==> config.mk <==
export PLATFORM = sky130hd
export DESIGN_NAME = seq_multiplier
export DESIGN_NICKNAME = d
export VERILOG_FILES = /design/src/rtl/seq_multiplier.sv
export SDC_FILE = /design/constraint.sdc
export NUM_CORES = 1
export LEC_CHECK = 0
export BUFFER_PORTS_ARGS = -buffer_cell sky130_fd_sc_hd__buf_4
export CAP_MARGIN = 20
export CORE_ASPECT_RATIO = 2
export CORE_UTILIZATION = 46
export DETAILED_ROUTE_END_ITERATION = 8
export PLACE_DENSITY = 0.77
export REMOVE_ABC_BUFFERS = 1
export SLEW_MARGIN = 20
export SYNTH_ARGS = -nofsm -noshare
export SYNTH_HDL_FRONTEND = slang
export SYNTH_SLANG_ARGS = --single-unit
export TNS_END_PERCENT = 50
==> constraint.sdc <==
create_clock -name clk -period 6.7 [get_ports clk]
set_clock_uncertainty 0.15 [all_clocks]
set_input_delay 0 -clock clk [delete_from_list [all_inputs] [get_ports clk]]
set_output_delay 0 -clock clk [all_outputs]
set_load 0.03 [all_outputs]
==> src/rtl/seq_multiplier.sv <==
`default_nettype none
// ============================================================================
// Module   : seq_multiplier
// Function : iterative shift-add multiplier for mult/multu, start/busy/done
//            handshake, flush abort, HI/LO result registers
// Revision : 1.0
// ============================================================================
module seq_multiplier #(
  parameter int WIDTH          = 32,
  parameter int BITS_PER_CYCLE = 1
) (
  input  logic             clk,
  input  logic             rst,
  input  logic             start,
  input  logic             is_signed,
  input  logic [WIDTH-1:0] src_a,
  input  logic [WIDTH-1:0] src_b,
  input  logic             flush,
  output logic             busy,
  output logic             done,
  output logic [WIDTH-1:0] hi,
  output logic [WIDTH-1:0] lo
);

  localparam int N  = WIDTH / BITS_PER_CYCLE;
  localparam int CW = (N > 1) ? $clog2(N) : 1;
  localparam logic [CW-1:0] LAST_ITER = CW'(N - 1);

  localparam logic [1:0] S_IDLE = 2'd0;
  localparam logic [1:0] S_CALC = 2'd1;
  localparam logic [1:0] S_SIGN = 2'd2;
  localparam logic [1:0] S_DONE = 2'd3;

  logic [1:0]         state_q,  state_d;
  logic [2*WIDTH-1:0] mcand_q,  mcand_d;
  logic [2*WIDTH-1:0] acc_q,    acc_d;
  logic [WIDTH-1:0]   mplier_q, mplier_d;
  logic [WIDTH-1:0]   hi_q,     hi_d;
  logic [WIDTH-1:0]   lo_q,     lo_d;
  logic [CW-1:0]      count_q,  count_d;
  logic               neg_q,    neg_d;

  logic                      a_neg, b_neg;
  logic [WIDTH-1:0]          a_mag, b_mag;
  logic [BITS_PER_CYCLE-1:0] digit;
  logic [2*WIDTH-1:0]        partial;
  logic [2*WIDTH-1:0]        result;
  logic                      idle_or_done;
  logic                      accept;

  // Negating the most-negative value yields the same pattern, which read as
  // unsigned is exactly its magnitude.
  assign a_neg = is_signed & src_a[WIDTH-1];
  assign b_neg = is_signed & src_b[WIDTH-1];
  assign a_mag = a_neg ? -src_a : src_a;
  assign b_mag = b_neg ? -src_b : src_b;

  assign idle_or_done = (state_q == S_IDLE) || (state_q == S_DONE);
  assign accept       = idle_or_done && start && !flush;

  // Multiplicand is kept pre-shifted, so the digit weight is implicit.
  assign digit   = mplier_q[BITS_PER_CYCLE-1:0];
  assign partial = mcand_q * {{(2*WIDTH-BITS_PER_CYCLE){1'b0}}, digit};
  assign result  = neg_q ? -acc_q : acc_q;

  always_ff @(posedge clk or posedge rst) begin
    if (rst) begin
      state_q  <= S_IDLE;
      mcand_q  <= '0;
      acc_q    <= '0;
      mplier_q <= '0;
      hi_q     <= '0;
      lo_q     <= '0;
      count_q  <= '0;
      neg_q    <= 1'b0;
    end else begin
      state_q  <= state_d;
      mcand_q  <= mcand_d;
      acc_q    <= acc_d;
      mplier_q <= mplier_d;
      hi_q     <= hi_d;
      lo_q     <= lo_d;
      count_q  <= count_d;
      neg_q    <= neg_d;
    end
  end

  always_comb begin
    state_d = state_q;
    case (state_q)
      S_IDLE: if (accept) state_d = S_CALC;
      S_CALC: begin
        if (flush)                       state_d = S_IDLE;
        else if (count_q == LAST_ITER)   state_d = S_SIGN;
      end
      S_SIGN: state_d = flush ? S_IDLE : S_DONE;
      S_DONE: state_d = accept ? S_CALC : S_IDLE;
      default: state_d = S_IDLE;
    endcase
  end

  always_comb begin
    mcand_d  = mcand_q;
    acc_d    = acc_q;
    mplier_d = mplier_q;
    hi_d     = hi_q;
    lo_d     = lo_q;
    count_d  = count_q;
    neg_d    = neg_q;
    if (accept) begin
      mcand_d  = {{WIDTH{1'b0}}, a_mag};
      mplier_d = b_mag;
      acc_d    = '0;
      count_d  = '0;
      neg_d    = a_neg ^ b_neg;
    end else if (state_q == S_CALC) begin
      acc_d    = acc_q + partial;
      mcand_d  = mcand_q << BITS_PER_CYCLE;
      mplier_d = mplier_q >> BITS_PER_CYCLE;
      count_d  = count_q + CW'(1);
    end else if ((state_q == S_SIGN) && !flush) begin
      {hi_d, lo_d} = result;
    end
  end

  always_comb begin
    busy = (state_q == S_CALC) || (state_q == S_SIGN);
    done = (state_q == S_DONE);
    hi   = hi_q;
    lo   = lo_q;
  end

endmodule
`default_nettype wire
== After elaboration in Yosys (flattened, before gate mapping) ==
Cells that the tools add are included.

* Multiply operators: 1
* Magnitude comparators: 0
* Eq/ne operators: 6
* Add/sub/neg operators: 5
* Shift-type cells: 0
* Bitwise gates (word level): 5
* Reduce and logical (&&, ||, !) cells: 10
* Div/mod/pow operators: 0
* Multiplexer cells: 17

{| class="wikitable"
|+ Operators with widths
! operator !! count
|-
| 64-bit 2-to-1 mux || 5
|-
| 32-bit 2-to-1 mux || 4
|-
| 64-bit adder || 1
|-
| 64-bit by 1-bit multiplier with 64-bit output || 1
|-
| 32-bit negator || 2
|-
| 64-bit negator || 1
|-
| 5-bit 2-to-1 mux || 2
|-
| 2-bit 2-to-1 mux || 4
|-
| 2-bit one-hot mux with 4 select lines || 1
|-
| 5-bit by 1-bit adder with 5-bit output (second input constant) || 1
|-
| 5-bit equality test (second input constant) || 1
|-
| 2-bit equality test (second input constant) || 2
|-
| 1-bit logical AND || 3
|-
| 3-bit inequality test (second input constant) || 1
|-
| 3-bit AND reduction || 1
|-
| 1-bit bitwise AND || 2
|-
| 2-bit by 1-bit equality test with 1-bit output (second input constant) || 1
|-
| 2-bit zero test || 1
|-
| 1-bit logical OR || 2
|-
| 2-bit inequality test (second input constant) || 1
|-
| 1-bit NOT || 2
|-
| 2-bit AND reduction || 1
|-
| 2-bit nonzero test || 1
|-
| 1-bit zero test || 1
|-
| other kinds (2) || 2
|}

* Output and inout bits: 66
* RAM bits: 0
* Memories: 0
* Flip-flop bits (word level): 232
* Bits in read-only memories: 0
* Latch bits: 0
* Bits of input ports: 69

== Depth between registers and ports, before layout ==
* Word-level depth: 6
* Mapped depth: 15

== Worst setup path before layout ==
No wires, ideal clock.

* Kind: register -> register
* Start point: reg mplier_q[0]
* End point: reg acc_q[50]
* Arrival: 3,521 ps
* Slack: 2,903 ps
* Data required time: 6,424 ps
* Period minus slack after synthesis: 3,797 ps
* Stages on the path, launching flop included: 16
* Cells stage by stage: dfrtp_1 > clkbuf_1 > clkbuf_1 > and2_1 > ha_1 > fa_1 > a211oi_1 > nor2_1 > a311oi_1 > a21oi_1 > o21ai_2 > o31ai_2 > a21oi_1 > o21ai_0 > mux2i_1 > a311o_1

* Word-level cells in the longest chain between the ends: 4

{| class="wikitable"
|+ RTL lines
! what !! line !! source
|-
| start: declaration || 37 || <nowiki>logic [WIDTH-1:0] mplier_q, mplier_d;</nowiki>
|-
| start signal: assignment || 80 || <nowiki>mplier_q <= mplier_d;</nowiki>
|-
| 64-bit by 1-bit multiplier with 64-bit output || 63 || <nowiki>assign partial = mcand_q * {{(2*WIDTH-BITS_PER_CYCLE){1'b0}}, digit};</nowiki>
|-
| 64-bit adder || 117 || <nowiki>acc_d = acc_q + partial;</nowiki>
|-
| 64-bit 2-to-1 mux || 116 || <nowiki>end else if (state_q == S_CALC) begin</nowiki>
|-
| 64-bit 2-to-1 mux || 110 || <nowiki>if (accept) begin</nowiki>
|-
| end signal: assignment || 70 || <nowiki>acc_q <= '0;</nowiki>
|-
| end signal: assignment || 79 || <nowiki>acc_q <= acc_d;</nowiki>
|-
| end: declaration || 36 || <nowiki>logic [2*WIDTH-1:0] acc_q, acc_d;</nowiki>
|}

No other way between the ends. The select of a mux whose other input is x is not followed.
A chain may end at the register's enable or synchronous reset.

== Final worst setup path ==
* Start point: in src_b[4]
* End point: reg mplier_q[30]

* Word-level cells in the longest chain between the ends: 3

{| class="wikitable"
|+ RTL lines
! what !! line !! source
|-
| start: declaration || 17 || <nowiki>input logic [WIDTH-1:0] src_b,</nowiki>
|-
| 32-bit negator || 56 || <nowiki>assign b_mag = b_neg ? -src_b : src_b;</nowiki>
|-
| 32-bit 2-to-1 mux || 56 ||
|-
| 32-bit 2-to-1 mux || 110 ||
|}

No other way between the ends.

==> flow_metrics.tcl <==
set metrics [dict create \
    io_pins 135 \
    fillers 2916 \
    slew_viol_final 0 \
    firstDrtPassIters 5 \
    irDropWorstVdd_mv 0.312 \
    die_h_um 267 \
    yosysSeqAreaShare_pct 35.9 \
    grt_max_degree 169 \
    fin_setup_tns_ns 0 \
    cts_tree "built" \
    r2r-end "acc_q[62]" \
    layout_commonest_cell "dfrtp_1" \
    cp-start-kind "input port" \
    fin_cells 2557 \
    whs_path_depth 4 \
    area_growth_pct 21.7 \
    track_usage_pct 30.8 \
    met2WireLength_um 29400 \
    routed.top_layer "met4" \
    layout_common_cells "dfrtp_1, nand2_1, o21ai_0, nor2_1, dlygate4sd3_1" \
    finish.utilization_pct 57.1 \
    yosys.area.top_type "dfrtp_1" \
    clk_pin_slew_ns 0.07 \
    wl_met1_um 17400 \
    syn_inst 1890 \
    hold_class "in -> reg" \
    min_period_ns 4.97 \
    r2r_start "mplier_q[0]" \
    die_w_um 135 \
    multiInputGateArea_mm2 0.00987 \
    final_design_area_no_fill_mm2 0.0197 \
    h-tree-depth 1 \
    yosys.cell_types.count 70 \
    dp_cells 2366 \
    cts.repair.resized 0 \
    crit_path_frequent_cell "dlygate4sd3_1" \
    cpPeakStageDelay_ns 0.64 \
    vias_per_cell 6.00 \
    ys_ff_latch 232 \
    post_drt_wl_per_cell_um 21.4 \
    reg2reg_slack_ns 1.95 \
    powerDensity_mw_per_mm2 439 \
    io_buffers 134 \
    crit_arrival_ns 5.28 \
    initial_core_util_pct 46.9 \
    crit_fanout 5 \
    dieArea_mm2 0.0360 \
    finalCritPeriodShare_pct 74.1 \
    r2r_cells 14 \
    synth_ff_type "dfrtp_1" \
    fmax_ghz 0.201 \
    cp-endpoint "mplier_q[30]" \
    p_total_mw 8.65 \
    dpl_cell_area_mm2 0.0174 \
    cts_setup_buffers 0 \
    wirelength_um 54800 \
    tightest_slew_ns 0.977 \
    finalSetupViolCount 0 \
    synth_edf_count 0 \
    grt_pass1_wl_um 84900 \
    num_vias 15300 \
    drv_cap 0 \
    synthTopCellsByArea "dfrtp_1, mux2i_1, o21ai_0" \
    synth_top_area_share_pct 35.9 \
    p_leak_nw 8.97 \
    setup.worst_path.class "in -> reg" \
    grt_setup_unrepaired "no" \
    path_cells "dlygate4sd3_1 > buf_4 > nor4_1 > nand2_1 > or4_1 > or4_1 > o21ai_2 > o21ai_0 > a21oi_1 > xnor2_1 > dlygate4sd3_1 > nand2_1 > dlygate4sd3_1 > o21ai_0 > dlygate4sd3_1" \
    hpwl_um 37300 \
    crit_required_ns 7.01 \
    row_count 96 \
    cts_made_buffers 22 \
    max_slew_margin_pct 34.9 \
    drc 0 \
    root_buffer "clkbuf_16" \
    drtIter0Drc 880 \
    final_hold_viol_count 0 \
    postCtsHoldBufs 152 \
    wl_met3_um 2770 \
    async_flop_share_pct 100 \
    cp-end-kind "register" \
    core-area_mm2 0.0345 \
    cp-startpoint "src_b[4]" \
    antenna_found_initial 1 \
    syn_avg_cell_area_um2 8.56 \
    outcome "finished, final reports clean" \
    nets 2244 \
    synth_warnings 0 \
    overflow 0 \
    register_area_mm2 0.00581 \
    ant_nets 0 \
    clk_latency_ns 0.53 \
    final_layout_size_suffix_gt1_share_pct 10.3 \
    cp_slowest_cell "or4_1" \
    cts.sinks 232 \
    syn_area_mm2 0.0162 \
    grt_pass1_vias 16000 \
    clockBufferDepth 3 \
    gp_congestion 0.989 \
]
==> cell usage after synthesis (13+ instances only) <==
cell,number
nor3_1,27
o21ai_0,207
a211oi_1,18
inv_1,28
nand2_1,217
mux2i_1,133
nor2_1,172
and2_1,71
ha_1,73
xnor2_1,73
o31ai_1,28
clkbuf_1,93
xor2_1,99
nand3_1,28
or3_1,27
dfrtp_1,232
o21bai_1,17
nand4_1,26
a21o_1,25
buf_1,13
a21oi_1,122
nor4_1,15
==> metal layers <==
layer / up-vias / global-route usage [%]
li1: 7096 / -
met1: 7327 / 27.6
met2: 662 / 58.9
met3: 263 / 4.75
met4: 0 / 26.3
met5: - / 0
==> power breakdown <==
group | total [mW] | switching, mW | leakage, nW | internal [mW]
combinational | 4.70 | 2.84 | 5.61 | 1.85
sequential | 2.66 | 0.688 | 3.00 | 1.97
clock | 1.29 | 0.564 | 0.357 | 0.726
==> cells by family after synthesis <==
family,Yosys count,synth area share [%]
buffers and inverters,138,3.26
DFF,232,35.9
adders and majority gates,74,5.77
AOI/OAI and AO/OA,494,18.4
and+or+nand+nor,646,19.1
xor gates and xnor gates,172,9.31
muxes,134,8.30
==> stage by stage <==
stage / setup slack, ns / hold slack, ns
floorplan: -2.61 / -0.0332
global placement: 2.01 / -0.0904
detailed placement: 1.95 / -0.0792
CTS: 1.92 / 0.173
global route: 1.63 / 0.198
finish: 1.73 / 0.178
==> state kept, by name (all words and copies together), names as in the netlist <==
| name | cells |
|---|---|
| lo | 32 |
| acc_q | 64 |
| hi | 32 |
| mcand_q | 64 |
| neg_q | 1 |
| state_q | 2 |
| count_q | 5 |
| mplier_q | 32 |
==> critical path, delay by kind of cell <==
kind | cells | cell delay [ns]
simple gates | 5 | 1.75
xor+xnor | 1 | 0.14
buf+inv | 5 | 2.47
compound gates | 4 | 0.91
==> final cells by class <==
cell class	count	share of cell area, %
diodes	1	0.0127
clock buffers	28	3.12
clock inverters	10	0.540
inverters	29	0.591
multi-input cells	1520	50.1
flip-flops and latches	232	29.5
well taps	441	2.80
repair buffers	296	13.3
==> worst min-delay path by stage <==
stage | to | slack [ns] | start
final | mplier_q[0] | 0.18 | src_b[0]
after global routing | mplier_q[0] | 0.20 | src_b[0]
after CTS | mplier_q[0] | 0.17 | src_b[0]
after detailed placement | lo[29] | -0.08 | rst
after global placement | hi[1] | -0.09 | rst
after floorplan | mplier_q[0] | -0.03 | src_b[0]
No activity file was read; power rests on OpenSTA's default activity.
